--- src/rtl/psum_in_data_unpackage.sv ---
// rtl/psum_in_data_unpackage.sv - serialises packed partial-sum stream words back to one bit per handshake
module psum_in_data_unpackage #(
  parameter int C_S_AXIS_TDATA_WIDTH = 32
) (
  input  logic                            clk,
  input  logic                            rst_n,
  input  logic [8:0]                      output_channel_size,
  input  logic [C_S_AXIS_TDATA_WIDTH-1:0] s_axis_tdata,
  input  logic                            s_axis_tvalid,
  output logic                            s_axis_tready,
  input  logic                            s_axis_tlast,
  output logic                            out_valid,
  input  logic                            out_ready,
  output logic                            out_data,
  output logic [8:0]                      out_channel_idx,
  output logic                            out_package_last,
  output logic                            layer_done
);

  localparam int PTR_W = $clog2(C_S_AXIS_TDATA_WIDTH);
  localparam logic [PTR_W-1:0] PTR_LAST = PTR_W'(C_S_AXIS_TDATA_WIDTH - 1);
  localparam logic [PTR_W-1:0] PTR_ONE  = PTR_W'(1);

  typedef enum logic {
    IDLE  = 1'b0,
    SHIFT = 1'b1
  } state_t;

  state_t                          state_q, state_d;
  logic [C_S_AXIS_TDATA_WIDTH-1:0] word_q, word_d;
  logic [PTR_W-1:0]                bit_ptr_q, bit_ptr_d;
  logic [8:0]                      channel_cnt_q, channel_cnt_d;
  logic                            tlast_q, tlast_d;
  logic [8:0]                      size_q, size_d;
  logic                            armed_q, armed_d;
  logic                            out_valid_q, out_valid_d;
  logic                            out_data_q, out_data_d;
  logic [8:0]                      out_channel_idx_q, out_channel_idx_d;
  logic                            out_package_last_q, out_package_last_d;
  logic                            layer_done_q, layer_done_d;

  logic                            bit_hs;
  logic                            pkg_end;
  logic                            word_end;
  logic                            accept;
  logic [8:0]                      cnt_inc;
  logic [8:0]                      cnt_after;
  logic [8:0]                      size_next;
  logic [PTR_W-1:0]                bit_ptr_inc;

  // Handshake decode and the ready path; ready is combinational so a new word can land in the word-end cycle
  always_comb begin
    bit_hs        = out_valid_q && out_ready;
    cnt_inc       = channel_cnt_q + 9'd1;
    bit_ptr_inc   = bit_ptr_q + PTR_ONE;
    pkg_end       = (cnt_inc == size_q);
    word_end      = pkg_end || (bit_ptr_q == PTR_LAST);
    s_axis_tready = armed_q && ((state_q == IDLE) || (bit_hs && word_end));
    accept        = s_axis_tvalid && s_axis_tready;
    // Size is only taken from the port while idle; back-to-back words keep the latched one
    size_next     = (state_q == IDLE) ? output_channel_size : size_q;
    // Channel count a newly accepted word starts from: a closed package or a layer end restarts at 0
    if (bit_hs && word_end) begin
      cnt_after = (pkg_end || tlast_q) ? 9'd0 : cnt_inc;
    end else begin
      cnt_after = channel_cnt_q;
    end
  end

  // Next-state and registered output computation
  always_comb begin
    state_d            = state_q;
    word_d             = word_q;
    bit_ptr_d          = bit_ptr_q;
    channel_cnt_d      = channel_cnt_q;
    tlast_d            = tlast_q;
    size_d             = size_next;
    armed_d            = 1'b1;
    out_valid_d        = out_valid_q;
    out_data_d         = out_data_q;
    out_channel_idx_d  = out_channel_idx_q;
    out_package_last_d = out_package_last_q;
    layer_done_d       = 1'b0;

    if (bit_hs) begin
      if (word_end) begin
        // Word finished (or package closed early): drop any unused tail bits
        layer_done_d       = tlast_q;
        bit_ptr_d          = '0;
        channel_cnt_d      = cnt_after;
        state_d            = IDLE;
        out_valid_d        = 1'b0;
        out_package_last_d = 1'b0;
      end else begin
        bit_ptr_d          = bit_ptr_inc;
        channel_cnt_d      = cnt_inc;
        out_data_d         = word_q[bit_ptr_inc];
        out_channel_idx_d  = cnt_inc;
        out_package_last_d = ((cnt_inc + 9'd1) == size_q);
      end
    end

    if (accept) begin
      // New word: present bit 0 on the next cycle
      word_d             = s_axis_tdata;
      tlast_d            = s_axis_tlast;
      bit_ptr_d          = '0;
      channel_cnt_d      = cnt_after;
      size_d             = size_next;
      state_d            = SHIFT;
      out_valid_d        = 1'b1;
      out_data_d         = s_axis_tdata[0];
      out_channel_idx_d  = cnt_after;
      out_package_last_d = ((cnt_after + 9'd1) == size_next);
    end
  end

  // State and output registers, cleared asynchronously
  always_ff @(posedge clk or negedge rst_n) begin
    if (!rst_n) begin
      state_q            <= IDLE;
      word_q             <= '0;
      bit_ptr_q          <= '0;
      channel_cnt_q      <= '0;
      tlast_q            <= 1'b0;
      size_q             <= '0;
      armed_q            <= 1'b0;
      out_valid_q        <= 1'b0;
      out_data_q         <= 1'b0;
      out_channel_idx_q  <= '0;
      out_package_last_q <= 1'b0;
      layer_done_q       <= 1'b0;
    end else begin
      state_q            <= state_d;
      word_q             <= word_d;
      bit_ptr_q          <= bit_ptr_d;
      channel_cnt_q      <= channel_cnt_d;
      tlast_q            <= tlast_d;
      size_q             <= size_d;
      armed_q            <= armed_d;
      out_valid_q        <= out_valid_d;
      out_data_q         <= out_data_d;
      out_channel_idx_q  <= out_channel_idx_d;
      out_package_last_q <= out_package_last_d;
      layer_done_q       <= layer_done_d;
    end
  end

  assign out_valid        = out_valid_q;
  assign out_data         = out_data_q;
  assign out_channel_idx  = out_channel_idx_q;
  assign out_package_last = out_package_last_q;
  assign layer_done       = layer_done_q;

endmodule

--- config.mk ---
export PLATFORM = sky130hd
export DESIGN_NAME = psum_in_data_unpackage
export DESIGN_NICKNAME = d
export VERILOG_FILES = /design/src/rtl/psum_in_data_unpackage.sv
export SDC_FILE = /design/constraint.sdc
export NUM_CORES = 1
export LEC_CHECK = 0
export ABC_AREA = 1
export ABC_CLOCK_PERIOD_IN_PS = 4400
export CAP_MARGIN = 20
export CORE_ASPECT_RATIO = 0.6
export CORE_MARGIN = 2
export CORE_UTILIZATION = 56
export CTS_CLUSTER_DIAMETER = 30
export DETAILED_ROUTE_END_ITERATION = 10
export GPL_ROUTABILITY_DRIVEN = 0
export GPL_TIMING_DRIVEN = 0
export PLACE_DENSITY = 0.9
export SLEW_MARGIN = 20
export SYNTH_ARGS = -nofsm -noshare
export SYNTH_HDL_FRONTEND = slang
export SYNTH_SLANG_ARGS = --single-unit
--- constraint.sdc ---
create_clock -name clk -period 4.4 [get_ports clk]
set_input_delay 0.88 -clock clk [delete_from_list [all_inputs] [get_ports clk]]
set_output_delay 0.88 -clock clk [all_outputs]
set_load 0.01 [all_outputs]
==> metrics.md, run 1 <==
| Metric | Value |
|---|---|
| RSZ-0062 raised after global routing | `no` |
| Top-count cell post-synth | `nand2_1` |
| Setup violators final | `0` |
| Clock power frac | `16.8%` |
| Hold slack final | `386.9 ps` |
| Crit-path cells | `ha_2 -> nand3_1 -> o21ai_2 -> nand2_2 -> nand2_1 -> nand2_1 -> nor2_4 -> nand3_4 -> nand2_4 -> nand2_4 -> buf_6 -> a21boi_0 -> clkdlybuf4s50_1` |
| Post-Place Cells | `764` |
| Internal power | `2.167 mW` |
| Detailed placement HPWL | `10,070 um` |
| Clock Tree Root | `clkbuf_16` |
| Hold Path Class | `in2async` |
| Worst-Margin Slew | `653.1 ps` |
| Diode count | `0` |
| Routed wire length | `13,910 um` |
| Pwr per Cell Area | `773.3 nW/um2` |
| Area occupied by registers | `1753 um2` |
| Final net count | `723` |
| Metal2 WL | `5669 um` |
| Drt via density | `5.987` |
| Final min period | `4273 ps` |
| Final Max Tran Viols | `0` |
| Post-cts sizing count | `0` |
| Share of the synthesized area in the top cell type | `40.06%` |
| Met1 Wirelength | `5644 um` |
| Power Total | `4.179 mW` |
| Crit path largest cell delay | `580 ps` |
| Drt drc | `0` |
| CTS tree | `built` |
| Worst Skew | `9.072 ps` |
| Max-Slew Margin vs Limit | `56.46%` |
| Number of distinct library cells after synthesis | `44` |
| Non-filler cells, final | `778` |
| Vias | `4,658` |
| Final hold violation count | `0` |
| EDFF count, synth | `0` |
| FP Rows | `24` |
| Crit path kind | `reg2out` |
| Fill cell count | `575` |
| Die width | `118.1 um` |
| Clk slew on worst S/H paths | `60 ps` |
| Global-route wire length before repair | `22,570 um` |
| Die height | `72.45 um` |
| Max Cap Violations | `0` |
| # IOs | `60` |
| Layout Area Growth over Synthesis | `23.58%` |
| Cell area after layout | `5404 um2` |
| Buffers inserted by post-CTS timing repair | `0` |
| Gr usage total | `34.44%` |
| Share of layout cells above drive strength 1 | `10.24%` |
| Combinational power share | `55.4%` |
| Synth Area per Inst | `7.288 um2` |
| WP data required | `3520 ps` |
| NetSw | `2.012 mW` |
| Sw frac | `48.14%` |
| Critical path endpoint category | `output pin` |
| Asr flop ratio synth | `100.0%` |
| Vias in the first global route | `4,592` |
| Slack of the critical path | `126.8 ps` |
| Sequential power share | `27.8%` |
| Startpoint Class | `register` |
| Synth area leader | `dfrtp_1` |
| Avg WL per Cell | `17.88 um` |
| Top post-synthesis cells by count | `206 x nand2_1, 70 x dfrtp_1, 61 x inv_1` |
| Seq/Total Area, Yosys | `40.06%` |
| Number of buffers created by CTS | `9` |
| DP Area | `5119 um2` |
| CORE AREA | `7417 um2` |
| Top FF cell, synth | `dfrtp_1` |
| Worst IR Drop VDD | `0.4101 mV` |
| Antenna violations before repair | `0` |
| Crit-path max FO | `10` |
| IO buf count | `59` |
| Clock sink total | `70` |
| Setup tns final | `0 ps` |
| Post-Syn Nets | `652` |
| Area of the multi-input gates | `2280 um2` |
| Post-route ant nets | `0` |
| Largest net degree at the start of global routing | `57` |
| Ranking of synthesized cells by area | `dfrtp_1 40%, nand2_1 18%, nand3_1 5.7%` |
| H-tree levels | `3` |
| Max Clock Freq | `234.0 MHz` |
| Worst EP arrival | `3390 ps` |
| GRT overflow | `0` |
| Max Root-Sink Buffers | `2` |
| DR pass1 iterations | `8` |
| Final core utilization | `72.86%` |
| Starting Density | `58.96%` |
| DRT iter0 DRCs | `690` |
| Synthesis Warnings | `0` |
| LEAKAGE | `2.649 nW` |
| Tcrit/Tclk final | `97.12%` |
| Die ar. | `8555 um2` |
| Slowest cell on crit path | `clkdlybuf4s50_1` |
| WL met3 | `2203 um` |
| Outcome | `complete, no violations` |
| Dpl ws | `462.5 ps` |
| Cells after Synth | `600` |
| Insertion delay to the later sink of the worst-skew pair | `340 ps` |
| Top layer in use | `met4` |
| Count of state elements after synthesis | `70` |
| Post-CTS Hold Fix Bufs | `0` |
| Synthesized area | `4373 um2` |
sequential cells by signal, summed over array words and instances, names as in the netlist, 5 cells and up:
signal / flops
word_q: 32
bit_ptr_q: 5
channel_cnt_q: 9
size_q: 9
out_channel_idx: 9
placed cells by master (no fill, tap or decap), types with 6 or more instances in the layout:
cell | synthesis | routed
o221ai_1 | 6 | 6
nand2_1 | 206 | 206
o21ai_0 | 49 | 49
inv_2 | 7 | 8
inv_1 | 61 | 60
xor2_1 | 7 | 6
a21oi_1 | 18 | 18
clkdlybuf4s50_1 | 0 | 58
nor2_1 | 25 | 25
nand2_2 | 12 | 12
o211ai_1 | 11 | 11
nand3_1 | 50 | 50
clkbuf_1 | 13 | 16
clkbuf_16 | 0 | 9
dfrtp_1 | 70 | 69
cell type report:
type                       instances  area share [%]
timing repair buffer              60           11.39
sequential                        70           32.44
multi-input combinational        442           42.19
buffer                            20           1.829
clock inverter                     2          0.6483
tap                              104           2.408
clock buffer                      12           4.376
inverter                          68           4.723
critical path, delay by kind of cell, from the launching register on:
family	cells	cell delay, ps
simple gates	8	1130
flops	1	450
buf+inv	2	750
fa+ha+maj	1	300
compound gates	2	420
routing by layer:
metal / vias up / track usage (%)
met2: 346 / 50.48
met5: - / 0
met3: 70 / 15.64
met1: 2140 / 44.56
li1: 2102 / -
met4: 0 / 14.32
cells by family (layout without fill, tap and decap cells):
logic type      after synthesis  after routing  synth area share, %
fa+ha+maj                     6              6                1.717
xor+xnor                      8              8                2.032
flops                        70             70                40.06
compound gates              106            106                14.88
simple gates                320            320                32.88
mux                           1              1               0.2575
other cells                   1              1              0.08575
buf+inv                      88            162                8.097
path summary, 6_finish.rpt:
path | startpoint | to | slack [ps] | cells after the start
max in group asynchronous | rst_n | channel_cnt_q[0] | 3450 | 2
worst max register to register | channel_cnt_q[0] | out_package_last | 600 | 20
worst min register to register | out_channel_idx[0] | out_channel_idx[0] | 480 | 2
min in group clk | out_channel_idx[0] | out_channel_idx[0] | 480 | 2
worst min-delay path | rst_n | out_valid | 390 | 1
worst max-delay path | channel_cnt_q[0] | s_axis_tready | 130 | 13
power by group through the flow:
stage	Clock, mW	Sequential (mW)	Combinational [mW]
after floorplan	0	1.12	1.50
after global placement	0	1.14	2.06
after detailed placement	0	1.15	2.16
after CTS	0.695	1.15	2.21
after global routing	0.725	1.19	2.53
final	0.701	1.16	2.32
(Power assumes the default switching activity.)
==> inputs of run 2 (changes only) <==
--- a/constraint.sdc
+++ b/constraint.sdc
@@ -3,2 +3,2 @@
 set_output_delay 0.88 -clock clk [all_outputs]
-set_load 0.01 [all_outputs]
+set_load 0.05 [all_outputs]
==> run 2 against run 1 <==
  * Non-clock buffer count is the same
  * Worst setup slack gained 110 ps
  * Wire length is essentially flat
  * Flip-flop and latch count is the same
  * Worst hold slack lost 1.6 ps
  * Sequential power is essentially flat
  * Final area shrank 0.35%
  * Maximum frequency grew 2.6%
  * Global-route usage is the same
  * Critical path depth is the same
==> metrics.md, run 2 (synthesis gave the netlist of run 1 again) <==
| Metric | Value |
|---|---|
| CORE AREA | `7417 um2` |
| Number of buffers created by CTS | `9` |
| Gr usage total | `34.44%` |
| Cell area after layout | `5385 um2` |
| Worst Skew | `7.411 ps` |
| Hold Path Class | `in2async` |
| Buf/Inv on CP | `3` |
| LEAKAGE | `2.654 nW` |
| Clock sink total | `70` |
| Startpoint Class | `register` |
| Die width | `118.1 um` |
| Post-route ant nets | `0` |
| Max reg flops | `32` |
| Max Root-Sink Buffers | `2` |
| Area occupied by registers | `1752 um2` |
| Post-CTS Hold Fix Bufs | `0` |
| Setup violators final | `0` |
| Die height | `72.45 um` |
| DP Area | `5119 um2` |
| Clk slew on worst S/H paths | `60 ps` |
| DRT iter0 DRCs | `674` |
| Diode count | `0` |
| Detailed placement HPWL | `10,070 um` |
| Final min period | `4165 ps` |
| Most flops, register | `word_q` |
| Critical path endpoint category | `output pin` |
| Worst-Margin Slew | `634.4 ps` |
| IO buf count | `59` |
| Max Cap Violations | `0` |
| Avg WL per Cell | `17.87 um` |
| Most common cell after layout, fill and taps aside | `nand2_1` |
| Met1 Wirelength | `5697 um` |
| Layout Area Growth over Synthesis | `23.15%` |
| Fill cell count | `578` |
| Final net count | `723` |
| Routed wire length | `13,910 um` |
| Vias in the first global route | `4,592` |
| Tcrit/Tclk final | `94.65%` |
| Most frequent cells in the layout | `206 x nand2_1, 70 x dfrtp_1, 61 x inv_1` |
| Drt drc | `0` |
| CTS tree | `built` |
| Slowest cell on crit path | `dfrtp_1` |
| Antenna violations before repair | `0` |
| Area of the multi-input gates | `2267 um2` |
| Global-route wire length before repair | `22,570 um` |
| Largest net degree at the start of global routing | `57` |
| Drt via density | `5.973` |
| Max Clock Freq | `240.1 MHz` |
| Crit path largest cell delay | `500 ps` |
| Worst IR Drop VDD | `0.5212 mV` |
| H-tree levels | `3` |
| Top layer in use | `met4` |
| Top delay family on crit path | `simple AND/OR/NAND/NOR gates` |
| Crit-path cells | `inv_1 -> ha_1 -> xor2_1 -> nand2_1 -> nor2_1 -> nand3_2 -> nor2_4 -> nand3_4 -> nand2_4 -> nand2_4 -> buf_6 -> a21boi_0 -> clkbuf_2` |
| Outcome | `complete, no violations` |
| Final hold violation count | `0` |
| Dpl ws | `195.3 ps` |
| Die ar. | `8555 um2` |
| Insertion delay to the later sink of the worst-skew pair | `350 ps` |
| WL met3 | `2216 um` |
| # IOs | `60` |
| Crit path kind | `reg2out` |
| Worst EP arrival | `3280 ps` |
| RSZ-0062 raised after global routing | `no` |
| Final Max Tran Viols | `0` |
| FP Rows | `24` |
| Most used cell, CP | `nand2_4` |
| WP data required | `3520 ps` |
| Setup tns final | `0 ps` |
| Max-Slew Margin vs Limit | `57.71%` |
| DR pass1 iterations | `8` |
| Pwr per Cell Area | `804.8 nW/um2` |
| Vias | `4,647` |
| Crit-path max FO | `10` |
| GRT overflow | `0` |
| Metal2 WL | `5617 um` |
| Share of layout cells above drive strength 1 | `9.644%` |
| Starting Density | `58.96%` |
| Clock Tree Root | `clkbuf_16` |
| Slack of the critical path | `235.2 ps` |
[run 2: cell types whose count changed in the layout (fill, tap and decap cells not counted), sizes merged]
| cell | before | now |
|---|---|---|
| clkbuf | 25 | 26 |
| clkdlybuf4s50 | 58 | 57 |
[run 2: metrics by stage]
stage	hold slack [ps]	instances	util, %	power (mW)
after detailed placement	466.4	764	69.01	3.488
after floorplan	443.6	600	-	2.787
after CTS	397.1	778	72.66	4.222
after global placement	463.9	763	68.67	3.368
after global routing	406.2	778	72.60	4.601
final	385.3	778	72.60	4.334
[run 2: what timing repair did]
action / 4_1_cts / 5_1_grt
setup endpoints to repair: 1 / 1
resized for setup: 1 / 3
setup buffers: 0 / 0
[run 2: layer usage]
metal / global-route usage (%) / up-vias
met5: 0 / -
met4: 14.32 / 0
met3: 15.64 / 62
met2: 50.48 / 366
met1: 44.56 / 2125
li1: - / 2094
[run 2: final timing paths]
kind | to | slack, ps | from | depth (start not counted)
worst max-delay path | s_axis_tready | 240 | channel_cnt_q[0] | 13
worst min-delay path | out_valid | 390 | rst_n | 1
worst max register to register | out_package_last | 470 | channel_cnt_q[0] | 20
worst min register to register | out_channel_idx[0] | 480 | out_channel_idx[0] | 2
max in group asynchronous | size_q[8] | 3470 | rst_n | 2
min in group clk | out_channel_idx[0] | 480 | out_channel_idx[0] | 2
[run 2: power by group]
part | internal [mW] | leakage (nW) | switching, mW
combinational | 0.778 | 1.68 | 1.69
sequential | 0.944 | 0.846 | 0.217
clock | 0.432 | 0.132 | 0.269
[run 2: cell type report]
type                    count  area share [%]
well taps                 104           2.416
flip-flops and latches     70           32.53
clock buffers              12           4.391
clock inverters             2          0.6506
multi-input cells         442           42.10
repair buffers             60           11.34
inverters                  68           4.740
plain buffers              20           1.836
[run 2: worst reg2reg max path, stage by stage (launching register included)]
cell and delay [ps]:
dfrtp_1 500, inv_1 190, ha_1 410, xor2_1 270, nand2_1 80, nor2_1 150
nand3_2 100, nor2_4 110, nand3_4 160, a21oi_4 370, nand2_1 180, nand2_4 150
ha_1 260, xor2_1 170, nor2_1 100, nand2_1 80, nor2_1 120, nand3_1 100
nor2_1 130, nand3_1 110, a21oi_2 120
